===== src/rtl/cpu_control_sequencer_if.sv =====
// cpu_control_sequencer_if
//   Groups the sequencer's datapath/memory-facing signals.
//   master : the sequencer (drives control enables, the IR and status)
//   slave  : datapath / memory side (drives run, din, g_nz)
//   Signals:
//     run        start/continue request
//     din[15:0]  memory read data (1-cycle latency after addr_in)
//     g_nz       datapath G register is non-zero
//     ir[15:0]   instruction register
//     reg_in     one-hot register write enable R0-R7
//     reg_out    one-hot register-to-bus enable R0-R7
//     pc_out, din_out, g_out          bus source enables
//     a_in, g_in, add_sub             ALU controls
//     addr_in, dout_in, mem_wr        memory controls
//     pc_enable, pc_select            PC update (select 0 = +1, 1 = load bus)
//     done, halted                    status
interface cpu_control_sequencer_if;
    logic        run;
    logic [15:0] din;
    logic        g_nz;
    logic [15:0] ir;
    logic [7:0]  reg_in;
    logic [7:0]  reg_out;
    logic        pc_out;
    logic        din_out;
    logic        g_out;
    logic        a_in;
    logic        g_in;
    logic        add_sub;
    logic        addr_in;
    logic        dout_in;
    logic        mem_wr;
    logic        pc_enable;
    logic        pc_select;
    logic        done;
    logic        halted;

    modport master (
        input  run, din, g_nz,
        output ir, reg_in, reg_out, pc_out, din_out, g_out, a_in, g_in,
               add_sub, addr_in, dout_in, mem_wr, pc_enable, pc_select,
               done, halted
    );

    modport slave (
        output run, din, g_nz,
        input  ir, reg_in, reg_out, pc_out, din_out, g_out, a_in, g_in,
               add_sub, addr_in, dout_in, mem_wr, pc_enable, pc_select,
               done, halted
    );
endinterface


===== src/rtl/cpu_control_sequencer.sv =====
// cpu_control_sequencer
//   Multi-cycle fetch/decode/execute controller for the 16-bit CPU.
//   Holds the instruction register and decodes all control enables
//   combinationally from state, IR and g_nz.
//   Ports:
//     clk  system clock, rising edge
//     rst  asynchronous active-low reset
//     bus  cpu_control_sequencer_if.master (see interface file)
//
//   state  | meaning
//   -------+-----------------------------------------------------
//   IDLE   | waiting for run, all outputs low
//   F0     | PC onto bus, load memory address
//   F1     | PC <= PC + 1
//   F2     | memory data valid, IR <= din
//   E1     | first execute cycle (single-cycle ops finish here)
//   E2     | second execute cycle (MVI/ADD/SUB/LD/ST)
//   E3     | last execute cycle of the six-cycle ops
//   HALT   | halted high, left only by reset
module cpu_control_sequencer (
    input logic                        clk,
    input logic                        rst,
    cpu_control_sequencer_if.master    bus
);
    typedef enum logic [2:0] {
        S_IDLE, S_F0, S_F1, S_F2, S_E1, S_E2, S_E3, S_HALT
    } state_t;

    localparam logic [3:0] OP_MV   = 4'd0;
    localparam logic [3:0] OP_MVI  = 4'd1;
    localparam logic [3:0] OP_ADD  = 4'd2;
    localparam logic [3:0] OP_SUB  = 4'd3;
    localparam logic [3:0] OP_LD   = 4'd4;
    localparam logic [3:0] OP_ST   = 4'd5;
    localparam logic [3:0] OP_MVNZ = 4'd6;
    localparam logic [3:0] OP_JMP  = 4'd7;
    localparam logic [3:0] OP_HALT = 4'd8;

    state_t      state_q, state_d;
    logic [15:0] ir_q, ir_d;

    logic [3:0]  opcode;
    logic [7:0]  rx_oh, ry_oh;

    logic [7:0]  reg_in, reg_out;
    logic        pc_out, din_out, g_out, a_in, g_in, add_sub;
    logic        addr_in, dout_in, mem_wr, pc_enable, pc_select;
    logic        done, halted, last;

    assign opcode = ir_q[15:12];
    assign rx_oh  = 8'b1 << ir_q[11:9];
    assign ry_oh  = 8'b1 << ir_q[8:6];

    always_ff @(posedge clk or negedge rst) begin
        if (!rst) begin
            state_q <= S_IDLE;
            ir_q    <= 16'h0000;
        end else begin
            state_q <= state_d;
            ir_q    <= ir_d;
        end
    end

    always_comb begin
        state_d   = state_q;
        ir_d      = ir_q;
        reg_in    = 8'h00;
        reg_out   = 8'h00;
        pc_out    = 1'b0;
        din_out   = 1'b0;
        g_out     = 1'b0;
        a_in      = 1'b0;
        g_in      = 1'b0;
        add_sub   = 1'b0;
        addr_in   = 1'b0;
        dout_in   = 1'b0;
        mem_wr    = 1'b0;
        pc_enable = 1'b0;
        pc_select = 1'b0;
        done      = 1'b0;
        halted    = 1'b0;
        last      = 1'b0;

        case (state_q)
            S_IDLE: begin
                if (bus.run) state_d = S_F0;
            end
            S_F0: begin
                pc_out  = 1'b1;
                addr_in = 1'b1;
                state_d = S_F1;
            end
            S_F1: begin
                pc_enable = 1'b1;
                state_d   = S_F2;
            end
            S_F2: begin
                ir_d    = bus.din;
                state_d = S_E1;
            end
            S_E1: begin
                state_d = S_E2;
                case (opcode)
                    OP_MV: begin
                        reg_out = ry_oh;
                        reg_in  = rx_oh;
                        last    = 1'b1;
                    end
                    OP_MVI: begin
                        pc_out  = 1'b1;
                        addr_in = 1'b1;
                    end
                    OP_ADD, OP_SUB: begin
                        reg_out = rx_oh;
                        a_in    = 1'b1;
                    end
                    OP_LD, OP_ST: begin
                        reg_out = ry_oh;
                        addr_in = 1'b1;
                    end
                    OP_MVNZ: begin
                        if (bus.g_nz) begin
                            reg_out = ry_oh;
                            reg_in  = rx_oh;
                        end
                        last = 1'b1;
                    end
                    OP_JMP: begin
                        reg_out   = ry_oh;
                        pc_enable = 1'b1;
                        pc_select = 1'b1;
                        last      = 1'b1;
                    end
                    OP_HALT: begin
                        done    = 1'b1;
                        state_d = S_HALT;
                    end
                    default: last = 1'b1;
                endcase
            end
            S_E2: begin
                state_d = S_E3;
                case (opcode)
                    OP_MVI: pc_enable = 1'b1;
                    OP_ADD, OP_SUB: begin
                        reg_out = ry_oh;
                        g_in    = 1'b1;
                        add_sub = opcode[0];
                    end
                    OP_ST: begin
                        reg_out = rx_oh;
                        dout_in = 1'b1;
                    end
                    default: ;
                endcase
            end
            S_E3: begin
                last = 1'b1;
                case (opcode)
                    OP_MVI, OP_LD: begin
                        din_out = 1'b1;
                        reg_in  = rx_oh;
                    end
                    OP_ADD, OP_SUB: begin
                        g_out  = 1'b1;
                        reg_in = rx_oh;
                    end
                    OP_ST: mem_wr = 1'b1;
                    default: ;
                endcase
            end
            S_HALT: begin
                halted = 1'b1;
            end
            default: state_d = S_IDLE;
        endcase

        // run is only looked at on an instruction's final cycle
        if (last) begin
            done    = 1'b1;
            state_d = bus.run ? S_F0 : S_IDLE;
        end
    end

    assign bus.ir        = ir_q;
    assign bus.reg_in    = reg_in;
    assign bus.reg_out   = reg_out;
    assign bus.pc_out    = pc_out;
    assign bus.din_out   = din_out;
    assign bus.g_out     = g_out;
    assign bus.a_in      = a_in;
    assign bus.g_in      = g_in;
    assign bus.add_sub   = add_sub;
    assign bus.addr_in   = addr_in;
    assign bus.dout_in   = dout_in;
    assign bus.mem_wr    = mem_wr;
    assign bus.pc_enable = pc_enable;
    assign bus.pc_select = pc_select;
    assign bus.done      = done;
    assign bus.halted    = halted;
endmodule


===== src/flat_wrapper.sv =====
// flat-port wrapper written by rule: the top's interface ports become plain ports
module cpu_control_sequencer_flat 
  (clk, rst, bus_run, bus_din, bus_g_nz, bus_ir, bus_reg_in, bus_reg_out, bus_pc_out, bus_din_out, bus_g_out, bus_a_in, bus_g_in, bus_add_sub, bus_addr_in, bus_dout_in, bus_mem_wr, bus_pc_enable, bus_pc_select, bus_done, bus_halted);
  cpu_control_sequencer_if bus_i ();
  input logic clk;
  input logic rst;
  input wire logic [$bits(bus_i.run)-1:0] bus_run;
  input wire logic [$bits(bus_i.din)-1:0] bus_din;
  input wire logic [$bits(bus_i.g_nz)-1:0] bus_g_nz;
  output wire logic [$bits(bus_i.ir)-1:0] bus_ir;
  output wire logic [$bits(bus_i.reg_in)-1:0] bus_reg_in;
  output wire logic [$bits(bus_i.reg_out)-1:0] bus_reg_out;
  output wire logic [$bits(bus_i.pc_out)-1:0] bus_pc_out;
  output wire logic [$bits(bus_i.din_out)-1:0] bus_din_out;
  output wire logic [$bits(bus_i.g_out)-1:0] bus_g_out;
  output wire logic [$bits(bus_i.a_in)-1:0] bus_a_in;
  output wire logic [$bits(bus_i.g_in)-1:0] bus_g_in;
  output wire logic [$bits(bus_i.add_sub)-1:0] bus_add_sub;
  output wire logic [$bits(bus_i.addr_in)-1:0] bus_addr_in;
  output wire logic [$bits(bus_i.dout_in)-1:0] bus_dout_in;
  output wire logic [$bits(bus_i.mem_wr)-1:0] bus_mem_wr;
  output wire logic [$bits(bus_i.pc_enable)-1:0] bus_pc_enable;
  output wire logic [$bits(bus_i.pc_select)-1:0] bus_pc_select;
  output wire logic [$bits(bus_i.done)-1:0] bus_done;
  output wire logic [$bits(bus_i.halted)-1:0] bus_halted;
  assign bus_i.run = bus_run;
  assign bus_i.din = bus_din;
  assign bus_i.g_nz = bus_g_nz;
  assign bus_ir = bus_i.ir;
  assign bus_reg_in = bus_i.reg_in;
  assign bus_reg_out = bus_i.reg_out;
  assign bus_pc_out = bus_i.pc_out;
  assign bus_din_out = bus_i.din_out;
  assign bus_g_out = bus_i.g_out;
  assign bus_a_in = bus_i.a_in;
  assign bus_g_in = bus_i.g_in;
  assign bus_add_sub = bus_i.add_sub;
  assign bus_addr_in = bus_i.addr_in;
  assign bus_dout_in = bus_i.dout_in;
  assign bus_mem_wr = bus_i.mem_wr;
  assign bus_pc_enable = bus_i.pc_enable;
  assign bus_pc_select = bus_i.pc_select;
  assign bus_done = bus_i.done;
  assign bus_halted = bus_i.halted;
  cpu_control_sequencer u_core (.clk(clk), .rst(rst), .bus(bus_i));
endmodule

===== config.mk =====
export PLATFORM = sky130hd
export DESIGN_NAME = cpu_control_sequencer_flat
export DESIGN_NICKNAME = d
export VERILOG_FILES = /design/src/rtl/cpu_control_sequencer_if.sv /design/src/rtl/cpu_control_sequencer.sv /design/src/flat_wrapper.sv
export SDC_FILE = /design/constraint.sdc
export NUM_CORES = 1
export LEC_CHECK = 0
export BUFFER_PORTS_ARGS = -buffer_cell sky130_fd_sc_hd__buf_4
export CAP_MARGIN = 20
export CELL_PAD_IN_SITES_DETAIL_PLACEMENT = 0
export CELL_PAD_IN_SITES_GLOBAL_PLACEMENT = 1
export CORE_MARGIN = 3
export CORE_UTILIZATION = 36
export DETAILED_ROUTE_END_ITERATION = 7
export PLACE_DENSITY_LB_ADDON = 0.1
export SETUP_SLACK_MARGIN = 0.3
export SLEW_MARGIN = 20
export SYNTH_ARGS = -nofsm -noshare
export SYNTH_HDL_FRONTEND = slang
export SYNTH_SLANG_ARGS = --single-unit

===== constraint.sdc =====
create_clock -name clk -period 2.1 [get_ports clk]
set_input_delay 0.315 -clock clk [delete_from_list [all_inputs] [get_ports clk]]
set_output_delay 0.315 -clock clk [all_outputs]
set_load 0.005 [all_outputs]

---- Word-level counts from Yosys, hierarchy flattened ----
Cells that the tools add are included.
word-level totals
  input bits .............................. 20
  bits in writable memories ............... 0
  bits in read-only memories .............. 0
  bits in latches ......................... 0
  register bits after elaboration ......... 19
  output and inout bits ................... 45
  memories ................................ 0
  word-level logic and storage cells ...... 67
cells by class
  equal/unequal tests ..................... 16
  bitwise gates (word level) .............. 0
  multiplexer cells ....................... 37
  reduce and logical (&&, ||, !) cells .... 10
  multiply operators ...................... 0
  div/mod/pow operators ................... 0
  order comparisons ....................... 0
  add/subtract/negate cells ............... 0
  shift-type cells ........................ 2
operators with widths
  cell                                                  count
  one-hot mux 8 bit (2 select lines)                    4
  2-to-1 mux 8 bit                                      3
  one-hot mux 8 bit (3 select lines)                    1
  2-to-1 mux 1 bit                                      21
  one-hot mux 3 bit (6 select lines)                    1
  equality test 4 x 3 -> 1 bit (second input constant)  4
  left shift 1 x 3 -> 8 bit (first input constant)      2
  equality test 3 bit (second input constant)           4
  equality test 4 x 2 -> 1 bit (second input constant)  2
  OR reduction 4 bit                                    2
  nonzero test 7 bit                                    1
  equality test 3 x 2 -> 1 bit (second input constant)  2
  2-to-1 mux 3 bit                                      2
  one-hot mux 1 bit (2 select lines)                    3
  OR reduction 6 bit                                    1
  equality test 4 x 1 -> 1 bit (second input constant)  1
  equality test 4 bit (second input constant)           1
  zero test 4 bit                                       1
  OR reduction 2 bit                                    2
  equality test 3 x 1 -> 1 bit (second input constant)  1
  zero test 3 bit                                       1
  != test 3 x 2 -> 1 bit (second input constant)        1
  one-hot mux 1 bit (3 select lines)                    1
  OR reduction 3 bit                                    1
  other kinds (2)                                       2

---- Logic depth before layout (Yosys ltp) ----
  word-level depth ........................ 6
  depth in mapped cells ................... 8
  gate-level depth less buffers ........... 6

---- Least setup slack after synthesis ----
Ideal clock, no wire load.
  path type ............................... reg-to-output
  start point ............................. register u_core.ir_q[12], in the netlist u_core.bus.ir[12]
  end point ............................... output bus_done
  stages on the path, launching flop included .. 6
  arrival ................................. 1.376 ns
  data required time ...................... 1.785 ns
  setup slack ............................. 0.409 ns
  buffers on the path ..................... 1
  cells stage by stage .................... dfrtp_1 -> buf_6 -> or3b_1 -> a21oi_2 -> a21oi_2 -> o31a_1
on the way
  cells in the longest elaborated chain, start to end .. 5
  elaborated cells between the ends (all ways) .. 12
  those cells by class .................... 6 x eq/ne; 5 x mux; 1 x reduce/logical
ends and longest elaborated chain
  item                                               line                          source
  from (decl)                                        cpu_control_sequencer.sv:40   logic [15:0] ir_q, ir_d;
  from (signal assigned)                             cpu_control_sequencer.sv:60   ir_q <= ir_d;
  equality test 4 bit, or another cell as far along  cpu_control_sequencer.sv:103  case (opcode)
  OR reduction 6 bit (no line)                       n/a
  2-to-1 mux 1 bit                                   cpu_control_sequencer.sv:103
  one-hot mux 1 bit (2 select lines)                 cpu_control_sequencer.sv:84   case (state_q)
  2-to-1 mux 1 bit (*)                               cpu_control_sequencer.sv:179  if (last) begin
  to (decl)                                          flat_wrapper.sv:24            output wire logic [$bits(bus_i.done)-1:0] bus_done;
Mark *: on every way between the ends. The rest lies on a longest branch, timed or not.

---- Worst setup path in the final report ----
  start point ............................. register u_core.ir_q[15], in the netlist u_core.bus.ir[15]
  end point ............................... output bus_reg_out[7]
on the way
  cells in the longest elaborated chain, start to end .. 4
  elaborated cells between the ends (all ways) .. 12
  those cells by class .................... 6 x eq/ne; 3 x mux; 3 x reduce/logical
ends and longest elaborated chain
  item                                                                                             line                                                        source
  equality test 4 x 3 -> 1 bit, or another cell as far along                                       cpu_control_sequencer.sv:103
  OR reduction 4 bit (no line) / OR reduction 2 bit (equally long branches)                        n/a
  one-hot mux 8 bit (3 select lines) / one-hot mux 8 bit (2 select lines) (equally long branches)  cpu_control_sequencer.sv:103, cpu_control_sequencer.sv:143
  one-hot mux 8 bit (2 select lines) (*)                                                           cpu_control_sequencer.sv:84
  to (decl)                                                                                        flat_wrapper.sv:12                                          output wire logic [$bits(bus_i.reg_out)-1:0] bus_reg_out;
Marked as above.

==> results.ini <==
[sta]
drv_slew=0
tns_ns=-0.272
worstMarginPinSlew_ns=0.425
fmax_mhz=465
hold_viol=0
worst_slack_ns=-0.0515
finClkSkew_ns=0.00608
max_slew_margin_pct=71.6
timing.final.crit_period_ns=2.15
layout_worst_path_cycle_share_pct=102
grt_setup_unrepaired=true
setup_viol=9

[clocking]
cts_buffer_depth=2
cts_tree=built
worst_skew_pair.late_latency_ns=0.25
cts_root_buf=clkbuf_8
cts_buffers=3
cts_sinks=19
clk_pin_slew_ns=0.07
cts_max_level=1

[final_layout]
final_cell_mix=buf_4, mux2_2, buf_6, dfrtp_1
layout.nets=296
post-route-util_pct=62.7
fin_area_um2=2770
drive_above_1_share_pct=68.2
areaGrowthSynthToFinish_pct=67.0
layout_commonest_cell=buf_4
diodes=0

[yosys]
synth_area_um2=1660
synth.avg_cell_area_um2=9.31
yosys.area.top_type=dfrtp_1
synth_area_leaders=dfrtp_1, mux2_2, buf_6
synthDistinctLibCells=50
synth_seq_area_share_pct=28.7
ys_ff_latch=19
syn_nets=199
synth_async_sr_flop_share_pct=100
synth_top_area_share_pct=28.7
postSynthCellCount=178
synth_ff_type=dfrtp_1
yosysWarnings=0
synth_edf_count=0

[setup_path]
r2r_cells=6
cp_max_fo=7
critical_path.top_delay_family=simple AND/OR/NAND/NOR gates
reg2reg_from=u_core.state_q[1]
end_kind=primary output
cpPeakStageDelay_ns=0.47
start_kind=register
required_ns=1.78
r2r_slack_ns=0.44
worst_path_max_delay_cell=dfrtp_2
cp.arrival_ns=1.84
path_class=register to primary output
timing.rr.end=u_core.bus.ir[10]
crit_chain=nor3b_1 -> nand3_2 -> o22ai_1 -> a22o_1 -> buf_4
critPathBufInv=1

[routing]
drtIter0Drc=143
routed-via-count=1868
first_pass_iters=4
wl_per_cell_um=17.3
via_per_inst=5.73
drc=0
wl_um=5640
ant_nets=0

[floorplanning]
num_rows=24
start_util_pct=37.6
die_x_um=73.9
core_area_um2=4410
die_h_um=73.9
ioPinCount=65
die-area_um2=5460

[global_route]
grt_usage_pct=18.9
grt_antenna_before_repair=0
use_met3_pct=1.78
grt_max_degree=20
grt_pass1_vias=1700
grt_pass1_wl_um=8180
met2_usage_pct=31.7
gr-usage-met1_pct=25.2
grt_overflow=0
gr-max-usage-layer=met2

[min_path]
hold_end=u_core.bus.ir[13]
worstHoldPathCells=2
min_path_type=input pin to register
hp-start=bus_din[13]

[placement]
placed_area_um2=2120
io_buffers=64
dp_hpwl_um=3560
gp_congestion=0.929

[outcome]
violations=negative setup slack
status=complete, but fails checks

[run]
maxCapViolCount=0

[power]
leakage_nw=1.14
vdd_drop_max_uv=683
power_mw=3.53
p_per_area_nw_per_um2=1280

## through the flow
| step | setup WS (ns) | hold WS [ns] | cells |
|---|---|---|---|
| 2_1_floorplan | 0.409 | 0.0194 | 178 |
| 3_5_place_dp | 0.114 | 0.200 | 289 |
| 5_1_grt | -0.103 | 0.288 | 326 |
| 4_1_cts | -0.0108 | 0.290 | 319 |
| 6_report | -0.0515 | 0.296 | 326 |
| 3_3_place_gp | 0.166 | 0.193 | 289 |
## cells in the mapped netlist, drive strengths merged, types with 2 or more instances
cell type / instances
dfrtp: 19
mux2: 16
nor3: 15
buf: 12
nor2: 12
a22o: 9
nand2: 9
o32ai: 9
a21oi: 8
o22ai: 8
o21ai: 6
inv: 5
nand2b: 5
nand3b: 5
or2: 5
clkbuf: 4
or3b: 4
nand3: 3
nor2b: 3
a311oi: 2
a31oi: 2
nor3b: 2
nor4: 2
## layout make-up
| cell class | count | area (um^2) |
|---|---|---|
| fillers | 356 | 1650 |
| multi-input cells | 140 | 1300 |
| repair buffers | 106 | 852 |
| flip-flops and latches | 19 | 485 |
| well taps | 52 | 65.1 |
| clock buffers | 4 | 45.0 |
| inverters | 5 | 18.8 |
## power by group
group	internal, mW	switching [mW]	leakage (nW)	total (mW)
logic	1.30	1.15	0.904	2.44
registers	0.556	0.290	0.217	0.846
clock network	0.134	0.108	0.0228	0.242
total	1.99	1.55	1.14	3.53
## state kept, by name, indices dropped and copies added (netlist names)
| name | flops |
|---|---|
| u_core.state_q | 3 |
| u_core.bus.ir | 16 |
## routing by layer
| metal | up-vias | share of wire [%] |
|---|---|---|
| met5 | - | 0 |
| met4 | 0 | 1.2 |
| met3 | 9 | 4.8 |
| met2 | 62 | 51 |
| met1 | 936 | 43 |
| li1 | 861 | - |
## repair_timing
action                                 in CTS  in global routing
gates resized for setup                    45                 32
setup buffers                              24                  6
endpoints found under the hold margin      19                  0
setup endpoints to repair                  27                 25
gates cloned                                1                  1
pin swaps                                  19                 22
hold buffers                                1                  0
## cell families after synthesis
kind of cell	count (synthesis)	synth area share (%)
XOR/XNOR	1	0.528
adder cells (fa/ha/maj)	1	0.755
AO/OA/AOI/OAI	48	21.8
AND/OR/NAND/NOR	71	25.6
buffers and inverters	21	10.9
flip-flops	19	28.7
multiplexers	17	11.7
## worst max path at each step
stage,start,end,slack [ns],cells after the start
after floorplan,u_core.bus.ir[12],bus_done,0.41,5
after global placement,u_core.bus.ir[13],bus_reg_in[7],0.17,6
after detailed placement,u_core.bus.ir[14],bus_reg_out[3],0.11,5
after CTS,u_core.bus.ir[12],bus_reg_in[5],-0.01,6
after global routing,u_core.bus.ir[15],bus_reg_out[0],-0.10,5
final,u_core.bus.ir[15],bus_reg_out[7],-0.05,5
No activity file was read; power rests on OpenSTA's default activity.
